$ cat src/rtl/gmii_tx_mac.sv
// GMII transmit MAC: frames a byte stream as preamble/SFD/payload[/pad]/FCS, then holds inter-frame gap.
// Latency: accepted byte appears on gmii_txd one cycle later; tx_en rises one cycle after s_valid seen in IDLE.
// Backpressure: s_ready high only in DATA; a missing byte there aborts the frame with one tx_er cycle.
//
// Ports:
//   clock, reset                : 125 MHz GMII tx clock, synchronous active-high reset
//   s_data/s_valid/s_last/s_ready : payload byte stream from the packet source
//   gmii_txd/gmii_tx_en/gmii_tx_er: registered GMII transmit outputs to the PCS/PMA
//   tx_busy                      : high in every state except IDLE
//   frames_sent/underruns        : wrapping 16-bit completed/aborted frame counters
// Build option: define GMII_TX_PAD_EN to pad short frames with zeros up to MIN_FRAME bytes.
module gmii_tx_mac #(
    parameter int PREAMBLE_LEN = 7,
    parameter int MIN_FRAME    = 60,
    parameter int IFG_BYTES    = 12
) (
    input  logic        clock,
    input  logic        reset,
    input  logic [7:0]  s_data,
    input  logic        s_valid,
    input  logic        s_last,
    output logic        s_ready,
    output logic [7:0]  gmii_txd,
    output logic        gmii_tx_en,
    output logic        gmii_tx_er,
    output logic        tx_busy,
    output logic [15:0] frames_sent,
    output logic [15:0] underruns
);

    localparam logic [15:0] PRE_W = 16'(PREAMBLE_LEN);
    localparam logic [15:0] IFG_W = 16'(IFG_BYTES);
`ifdef GMII_TX_PAD_EN
    localparam logic [15:0] MIN_W = 16'(MIN_FRAME);
`else
    logic unused_min_frame;
    assign unused_min_frame = (MIN_FRAME != 0);
`endif

    typedef enum logic [2:0] {IDLE, PREAMBLE, SFD, DATA, PAD, FCS, IFG} state_t;

    state_t      state_q;
    logic [15:0] step_q;      // preamble / FCS byte / IFG cycle counter
    logic [15:0] len_q;       // payload+pad bytes sent, saturating
    logic [31:0] crc_q;
    logic [7:0]  txd_q;
    logic        tx_en_q;
    logic        tx_er_q;
    logic [15:0] frames_q;
    logic [15:0] underruns_q;

    logic [31:0] crc_d;
    logic [15:0] len_d;
    logic [7:0]  crc_din;
    logic [7:0]  fcs_byte;

    // Reflected CRC-32, one byte per call, LSB first.
    function automatic logic [31:0] crc32_byte(input logic [31:0] crc, input logic [7:0] data);
        logic [31:0] c;
        c = crc ^ {24'h000000, data};
        for (int i = 0; i < 8; i++) begin
            c = c[0] ? ((c >> 1) ^ 32'hEDB88320) : (c >> 1);
        end
        return c;
    endfunction

    assign crc_din  = (state_q == PAD) ? 8'h00 : s_data;
    assign crc_d    = crc32_byte(crc_q, crc_din);
    assign len_d    = (len_q == 16'hFFFF) ? len_q : len_q + 16'd1;
    assign fcs_byte = 8'((~crc_q) >> {step_q[1:0], 3'b000});

    assign s_ready     = (state_q == DATA) && !reset;
    assign tx_busy     = (state_q != IDLE);
    assign gmii_txd    = txd_q;
    assign gmii_tx_en  = tx_en_q;
    assign gmii_tx_er  = tx_er_q;
    assign frames_sent = frames_q;
    assign underruns   = underruns_q;

    // The state names what is being loaded into the output registers this
    // cycle, so the wire shows it one cycle later.
    always_ff @(posedge clock) begin
        if (reset) begin
            state_q     <= IDLE;
            step_q      <= 16'd0;
            len_q       <= 16'd0;
            crc_q       <= 32'hFFFFFFFF;
            txd_q       <= 8'h00;
            tx_en_q     <= 1'b0;
            tx_er_q     <= 1'b0;
            frames_q    <= 16'd0;
            underruns_q <= 16'd0;
        end else begin
            txd_q   <= 8'h00;
            tx_en_q <= 1'b0;
            tx_er_q <= 1'b0;
            case (state_q)
                IDLE: begin
                    if (s_valid) begin
                        txd_q   <= 8'h55;
                        tx_en_q <= 1'b1;
                        step_q  <= 16'd1;
                        state_q <= (PRE_W > 16'd1) ? PREAMBLE : SFD;
                    end
                end
                PREAMBLE: begin
                    txd_q   <= 8'h55;
                    tx_en_q <= 1'b1;
                    step_q  <= step_q + 16'd1;
                    if (step_q >= PRE_W - 16'd1) begin
                        state_q <= SFD;
                    end
                end
                SFD: begin
                    txd_q   <= 8'hD5;
                    tx_en_q <= 1'b1;
                    crc_q   <= 32'hFFFFFFFF;
                    len_q   <= 16'd0;
                    state_q <= DATA;
                end
                DATA: begin
                    tx_en_q <= 1'b1;
                    step_q  <= 16'd0;
                    if (s_valid) begin
                        txd_q <= s_data;
                        crc_q <= crc_d;
                        len_q <= len_d;
                        if (s_last) begin
`ifdef GMII_TX_PAD_EN
                            state_q <= (len_d < MIN_W) ? PAD : FCS;
`else
                            state_q <= FCS;
`endif
                        end
                    end else begin
                        // Source starved mid-frame: poison the frame, skip FCS.
                        tx_er_q     <= 1'b1;
                        underruns_q <= underruns_q + 16'd1;
                        state_q     <= IFG;
                    end
                end
`ifdef GMII_TX_PAD_EN
                PAD: begin
                    tx_en_q <= 1'b1;
                    crc_q   <= crc_d;
                    len_q   <= len_d;
                    if (len_d >= MIN_W) begin
                        state_q <= FCS;
                    end
                end
`endif
                FCS: begin
                    txd_q   <= fcs_byte;
                    tx_en_q <= 1'b1;
                    step_q  <= step_q + 16'd1;
                    if (step_q[1:0] == 2'd3) begin
                        step_q   <= 16'd0;
                        frames_q <= frames_q + 16'd1;
                        state_q  <= IFG;
                    end
                end
                IFG: begin
                    step_q <= step_q + 16'd1;
                    if (step_q >= IFG_W - 16'd1) begin
                        step_q  <= 16'd0;
                        state_q <= IDLE;
                    end
                end
                default: state_q <= IDLE;
            endcase
        end
    end

endmodule

$ cat config.mk
export PLATFORM = sky130hd
export DESIGN_NAME = gmii_tx_mac
export DESIGN_NICKNAME = d
export VERILOG_FILES = /design/src/rtl/gmii_tx_mac.sv
export SDC_FILE = /design/constraint.sdc
export NUM_CORES = 1
export LEC_CHECK = 0
export ABC_AREA = 1
export CORE_ASPECT_RATIO = 0.9
export CORE_MARGIN = 3
export CORE_UTILIZATION = 45
export DETAILED_ROUTE_END_ITERATION = 6
export HOLD_SLACK_MARGIN = 0.1
export PLACE_DENSITY = 0.65
export SKIP_CTS_REPAIR_TIMING = 1
export SYNTH_ARGS = -nofsm -noshare
export SYNTH_HDL_FRONTEND = slang
export SYNTH_SLANG_ARGS = --single-unit
$ cat constraint.sdc
create_clock -name clock -period 2.5 [get_ports clock]
set_input_delay 0.375 -clock clock [delete_from_list [all_inputs] [get_ports clock]]
set_output_delay 0.375 -clock clock [all_outputs]
set_load 0.03 [all_outputs]
==> results.cfg, run 1 <==
[yosys]
synthArstFlopShare_pct = 0
synth_edf_count = 0
synth_area_leaders = dfxtp_1, nand2_1, nand3_1
synthDistinctLibCells = 45
seq_area_frac_synth_pct = 32.0
synthFlopType = dfxtp_1
netlist_area_mm2 = 0.00582
synth_top_area_share_pct = 32.0
synthCells = 869
synth_area_per_cell_um2 = 6.70
ys_ff_latch = 93
syn_nets = 886
yosysTopAreaCell = dfxtp_1
yosysWarningCount = 0

[layout]
layout-drive-gt1-share_pct = 10.6
n_fill_cell = 1214
regArea_mm2 = 0.00186
area_delta_synth_final_pct = 18.3
n_antenna_cell = 0
fin_nets = 939
multi_input_comb_area_mm2 = 0.00343
final_core_util_pct = 55.7

[die]
die_h_um = 114
die_x_um = 126
core-area_mm2 = 0.0124
dieArea_mm2 = 0.0143
ioPinCount = 56
start_util_pct = 47.1
num_rows = 38

[power]
power_w = 0.00728
power_frac_clock_pct = 21.0
seqPwrFrac_pct = 28.2
power.internal_w = 0.00391
p_per_area_mw_per_mm2 = 1060
irDropWorstVdd_mv = 0.545
p_sw_w = 0.00337
p_leak_nw = 2.97
power_switching_share_pct = 46.3
combPwrFrac_pct = 50.8

[timing]
final_max_slew_viol_count = 0
worstMarginPinSlew_ns = 0.631
fin_skew_ns = 0.00908
rsz0062_at_grt = false
timing.hold.ws_ns = 0.384
max_clock_freq_mhz = 442
fin_crit_sh_pct = 90.5
fin_setup_tns_ns = 0
period_minus_slack_ns = 2.26
hold_viol = 0
setup_violations = 0
setup_slack_ns = 0.239
slew_headroom_pct = 57.9

[clock_network]
cts_sinks = 93
cts_tree = yes
cts_buffers = 9
clk_path_buf_depth = 2
insertion_delay_ns = 0.35
path_clk_slew_ns = 0.07
cts.root.buffer_cell = clkbuf_16
htree_levels = 3

[place]
port_buffers = 55
dp.final_hpwl_um = 12000
routabilityCongestion = 0.946
place_ws_ns = 0.267

[setup_path]
r2r_slack_ns = 0.37
cp_num_buf_inv = 2
crit_slowest_cell = clkdlybuf4s50_1
cp_top_family = buffers and inverters
worstSetupStartpointType = flip-flop
timing_worst_setup_path_type = reg2out
cp.arrival_ns = 1.89
cp_slowest_stage_delay_ns = 0.70
cp_max_fo = 6
timing.critical_path.cells = inv_2, nand3_2, nor2_1, clkdlybuf4s50_1
endpoint_kind = primary output
worstPathRequired_ns = 2.12

[drt]
drt-initial-drc-count = 532
vias_per_cell = 5.41
firstDrtPassIters = 5
drc_errors = 0
wl_per_cell_um = 15.3
vias = 5883
antenna_left = 0
routed_wl_um = 16600

[grt]
grt_pass1_vias = 5498
antenna_found_initial = 0
grt_start_max_net_pins = 47
grt_pass1_wl_um = 27200
grt.total_usage_pct = 23.2
grt-ovfl-total = 0

[run_status]
status = completed

[flow_run]
drv_cap = 0

[worst_hold_path]
min_path_type = in2reg
## cell usage after synthesis, types with 5 or more instances
cell type	count
nand3_1	78
ha_1	5
nand2_2	21
clkbuf_1	15
nor2_2	8
a21oi_1	77
o211ai_1	17
o21a_1	8
inv_1	95
xor2_1	23
buf_2	8
dfxtp_1	93
o21ai_0	59
nand2_1	205
nand4_1	16
nand2_4	9
nor2_4	6
o21ai_1	8
inv_2	6
nor2_1	62
## worst paths after layout
kind                                    from                          to  cells after the start
hold reg to reg   underruns[15]$_SDFFE_PP0P_  underruns[15]$_SDFFE_PP0P_                      2
setup reg to reg     state_q[0]$_SDFFE_PP0P_      crc_q[21]$_SDFFE_PP1P_                     11
setup / recovery     state_q[2]$_SDFFE_PP0P_                     s_ready                      4
hold / removal                         reset      gmii_txd[7]$_SDFF_PP0_                      2
## registers in the layout, indices dropped and copies added, names as in the netlist
| register | flops |
|---|---|
| gmii_txd | 8 |
| frames_sent | 16 |
| crc_q | 32 |
| state_q | 3 |
| underruns | 16 |
| gmii_tx_en | 1 |
| gmii_tx_er | 1 |
| step_q | 16 |
## layer usage
metal  wire [um]  GRT usage [%]  vias up  share of wire (%)
met2        7190           35.2      200                 43
li1            -              -     2969                  -
met1        8140           33.2     2693                 49
met3        1030           5.20       21                6.2
met4         251           6.65        0                1.5
met5           0              0        -                  0
## logic make-up (layout without fill, tap and decap cells)
logic type	count (synthesis)	after routing	share of synthesized area, %
AND/OR/NAND/NOR	427	427	34.9
AO/OA/AOI/OAI	181	181	17.3
buffers and inverters	132	190	9.20
flip-flops	93	93	32.0
XOR/XNOR	31	31	5.50
adder cells (fa/ha/maj)	5	5	1.07
## layout by cell type (no fill, tap or decap), types with 15 or more instances in the layout
cell type / n
buf_4: 15
o211ai_1: 17
clkdlybuf4s50_1: 54
nand4_1: 16
dfxtp_1: 93
nand2_2: 21
nor2_1: 61
nand2_1: 205
o21ai_0: 59
inv_1: 95
a21oi_1: 77
xor2_1: 23
nand3_1: 78
## power groups by stage
stage	sequential [W]	clock (W)	combinational [W]
5_1_grt	0.00208	0.00160	0.00409
6_report	0.00205	0.00153	0.00370
2_1_floorplan	0.00210	0	0.00264
4_1_cts	0.00205	0.00156	0.00363
3_3_place_gp	0.00207	0	0.00359
3_5_place_dp	0.00208	0	0.00361
## worst register-to-register path: cells and delay by family (launching register included)
kind	cells	cell delay, ns
and+or+nand+nor	10	1.43
DFF	1	0.45
buffers and inverters	1	0.13
## per-stage QoR
stage / cell area (um^2) / cells
floorplan: 5820 / 869
global placement: 6560 / 1071
detailed placement: 6560 / 1071
CTS: 6890 / 1087
global route: 6890 / 1087
finish: 6890 / 1087
## final cells by class
cell class                 count  share of cell area (%)
multi-input combinational    644                    49.7
sequential                    93                    27.0
timing repair buffer          71                    9.85
inverter                     103                    5.65
clock buffer                  10                    3.47
tap                          160                    2.91
clock inverter                 6                    1.36
Note: power is estimated with default switching activity, not from simulation.
==> run 2: changes to the inputs <==
--- a/config.mk
+++ b/config.mk
@@ -13,6 +13,7 @@
 export HOLD_SLACK_MARGIN = 0.1
 export PLACE_DENSITY = 0.65
 export SKIP_CTS_REPAIR_TIMING = 1
+export SKIP_LAST_GASP = 1
 export SYNTH_ARGS = -nofsm -noshare
 export SYNTH_HDL_FRONTEND = slang
 export SYNTH_SLANG_ARGS = --single-unit
==> constraint.sdc (replaced) <==
create_clock -name clock -period 2.5 [get_ports clock]
set_input_delay 0.75 -clock clock [delete_from_list [all_inputs] [get_ports clock]]
set_output_delay 0.75 -clock clock [all_outputs]
set_load 0.03 [all_outputs]
==> results.cfg, run 2 (synthesis results as in run 1) <==
[clock_network]
path_clk_slew_ns = 0.07
clk_path_buf_depth = 2
cts_tree = yes
cts.root.buffer_cell = clkbuf_16
cts_sinks = 93
htree_levels = 3
cts_buffers = 9
insertion_delay_ns = 0.35

[power]
p_leak_nw = 3.08
irDropWorstVdd_mv = 0.477
p_per_area_mw_per_mm2 = 1060

[layout]
layout-drive-gt1-share_pct = 11.6
regArea_mm2 = 0.00186
largest_register = crc_q
mostFrequentLayoutCells = nand2_1, inv_1, dfxtp_1
final_common_cell = nand2_1
largest_reg_flops = 32
n_antenna_cell = 0
multi_input_comb_area_mm2 = 0.00343
finalInstanceArea_mm2 = 0.00703
n_fill_cell = 1186
area_delta_synth_final_pct = 20.8
fin_nets = 952

[setup_path]
timing.critical_path.cells = clkdlybuf4s50_1
crit_slowest_cell = clkdlybuf4s50_1
r2r_slack_ns = 0.39
cp_slowest_stage_delay_ns = 0.77
cp.arrival_ns = 1.51
worstSetupStartpointType = flip-flop
cp_top_family = buffers and inverters
timing_worst_setup_path_type = reg2out
cp_max_fo = 5
endpoint_kind = primary output
cp_num_buf_inv = 1
worstPathRequired_ns = 1.75

[timing]
rsz0062_at_grt = false
fin_setup_tns_ns = 0
fin_crit_sh_pct = 90.6
period_minus_slack_ns = 2.26
final_max_slew_viol_count = 0
max_clock_freq_mhz = 442
worstMarginPinSlew_ns = 0.635
setup_slack_ns = 0.236
hold_viol = 0
slew_headroom_pct = 57.3
fin_skew_ns = 0.00605
setup_violations = 0

[place]
routabilityCongestion = 0.926
place_ws_ns = -0.0233
dp.final_hpwl_um = 12000
port_buffers = 55
placedInstanceArea_mm2 = 0.00670

[grt]
antenna_found_initial = 0
grt_start_max_net_pins = 55
grt.total_usage_pct = 23.5
grt-ovfl-total = 0
grt_pass1_wl_um = 27500
grt_pass1_vias = 5629

[drt]
vias_per_cell = 5.41
firstDrtPassIters = 5
routed_wl_um = 16700
drt-initial-drc-count = 572
vias = 5943
drc_errors = 0
antenna_left = 0
wl_per_cell_um = 15.2

[die]
ioPinCount = 56
core-area_mm2 = 0.0124
die_x_um = 126
die_h_um = 114
num_rows = 38
start_util_pct = 47.1
dieArea_mm2 = 0.0143

[run_status]
status = completed

[worst_hold_path]
min_path_type = reg2reg

[flow_run]
drv_cap = 0
==> run 2: final timing paths <==
kind | startpoint | to | cells after the start
worst max-delay path | underruns[2]$_SDFFE_PP0P_ | underruns[2] | 1
worst max register to register | step_q[4]$_SDFFE_PP0P_ | step_q[12]$_SDFFE_PP0P_ | 9
worst min register to register | crc_q[21]$_SDFFE_PP1P_ | crc_q[21]$_SDFFE_PP1P_ | 2
worst min-delay path | crc_q[21]$_SDFFE_PP1P_ | crc_q[21]$_SDFFE_PP1P_ | 2
==> run 2: layout make-up <==
cell class                      instances  area share (%)
Inverter                              103            5.53
Multi-Input combinational cell        644            48.7
Clock buffer                           12            3.65
Timing Repair Buffer                   84            11.8
Sequential cell                        93            26.5
Tap cell                              160            2.85
Clock inverter                          3           0.978
==> run 2: stage by stage <==
step | hold WS (ns) | std cells | util, % | power (W)
global route | 0.495 | 1099 | 56.9 | 0.00799
finish | 0.472 | 1099 | 56.9 | 0.00745
CTS | 0.474 | 1099 | 56.9 | 0.00743
floorplan | 0.441 | 869 | - | 0.00474
global placement | 0.448 | 1084 | 54.2 | 0.00584
detailed placement | 0.456 | 1084 | 54.2 | 0.00589
==> run 2: per-layer routing <==
metal / track usage, % / wire length, um / vias up
met2: 36.9 / 7320 / 213
met5: 0 / 0 / -
li1: - / - / 3001
met4: 5.08 / 157 / 0
met3: 7.02 / 1550 / 14
met1: 32.2 / 7640 / 2715
==> run 2: worst min-delay path, stage by stage (launching register included) <==
cell and delay, ns:
dfxtp_1 0.33, a21oi_1 0.06, nand2_1 0.06
==> run 2: power by group <==
part	internal, W	switching, W
Clock	0.000928	0.000587
Sequential	0.00178	0.000264
Combinational	0.00139	0.00250
Total	0.00409	0.00336
==> run 3: changes to the inputs <==
--- a/config.mk
+++ b/config.mk
@@ -14,6 +14,7 @@
 export PLACE_DENSITY = 0.65
 export SKIP_CTS_REPAIR_TIMING = 1
 export SKIP_LAST_GASP = 1
+export SLEW_MARGIN = 10
 export SYNTH_ARGS = -nofsm -noshare
 export SYNTH_HDL_FRONTEND = slang
 export SYNTH_SLANG_ARGS = --single-unit
==> results of run 3 <==
No change in the layout: final DEF, timing and power equal those of run 2.
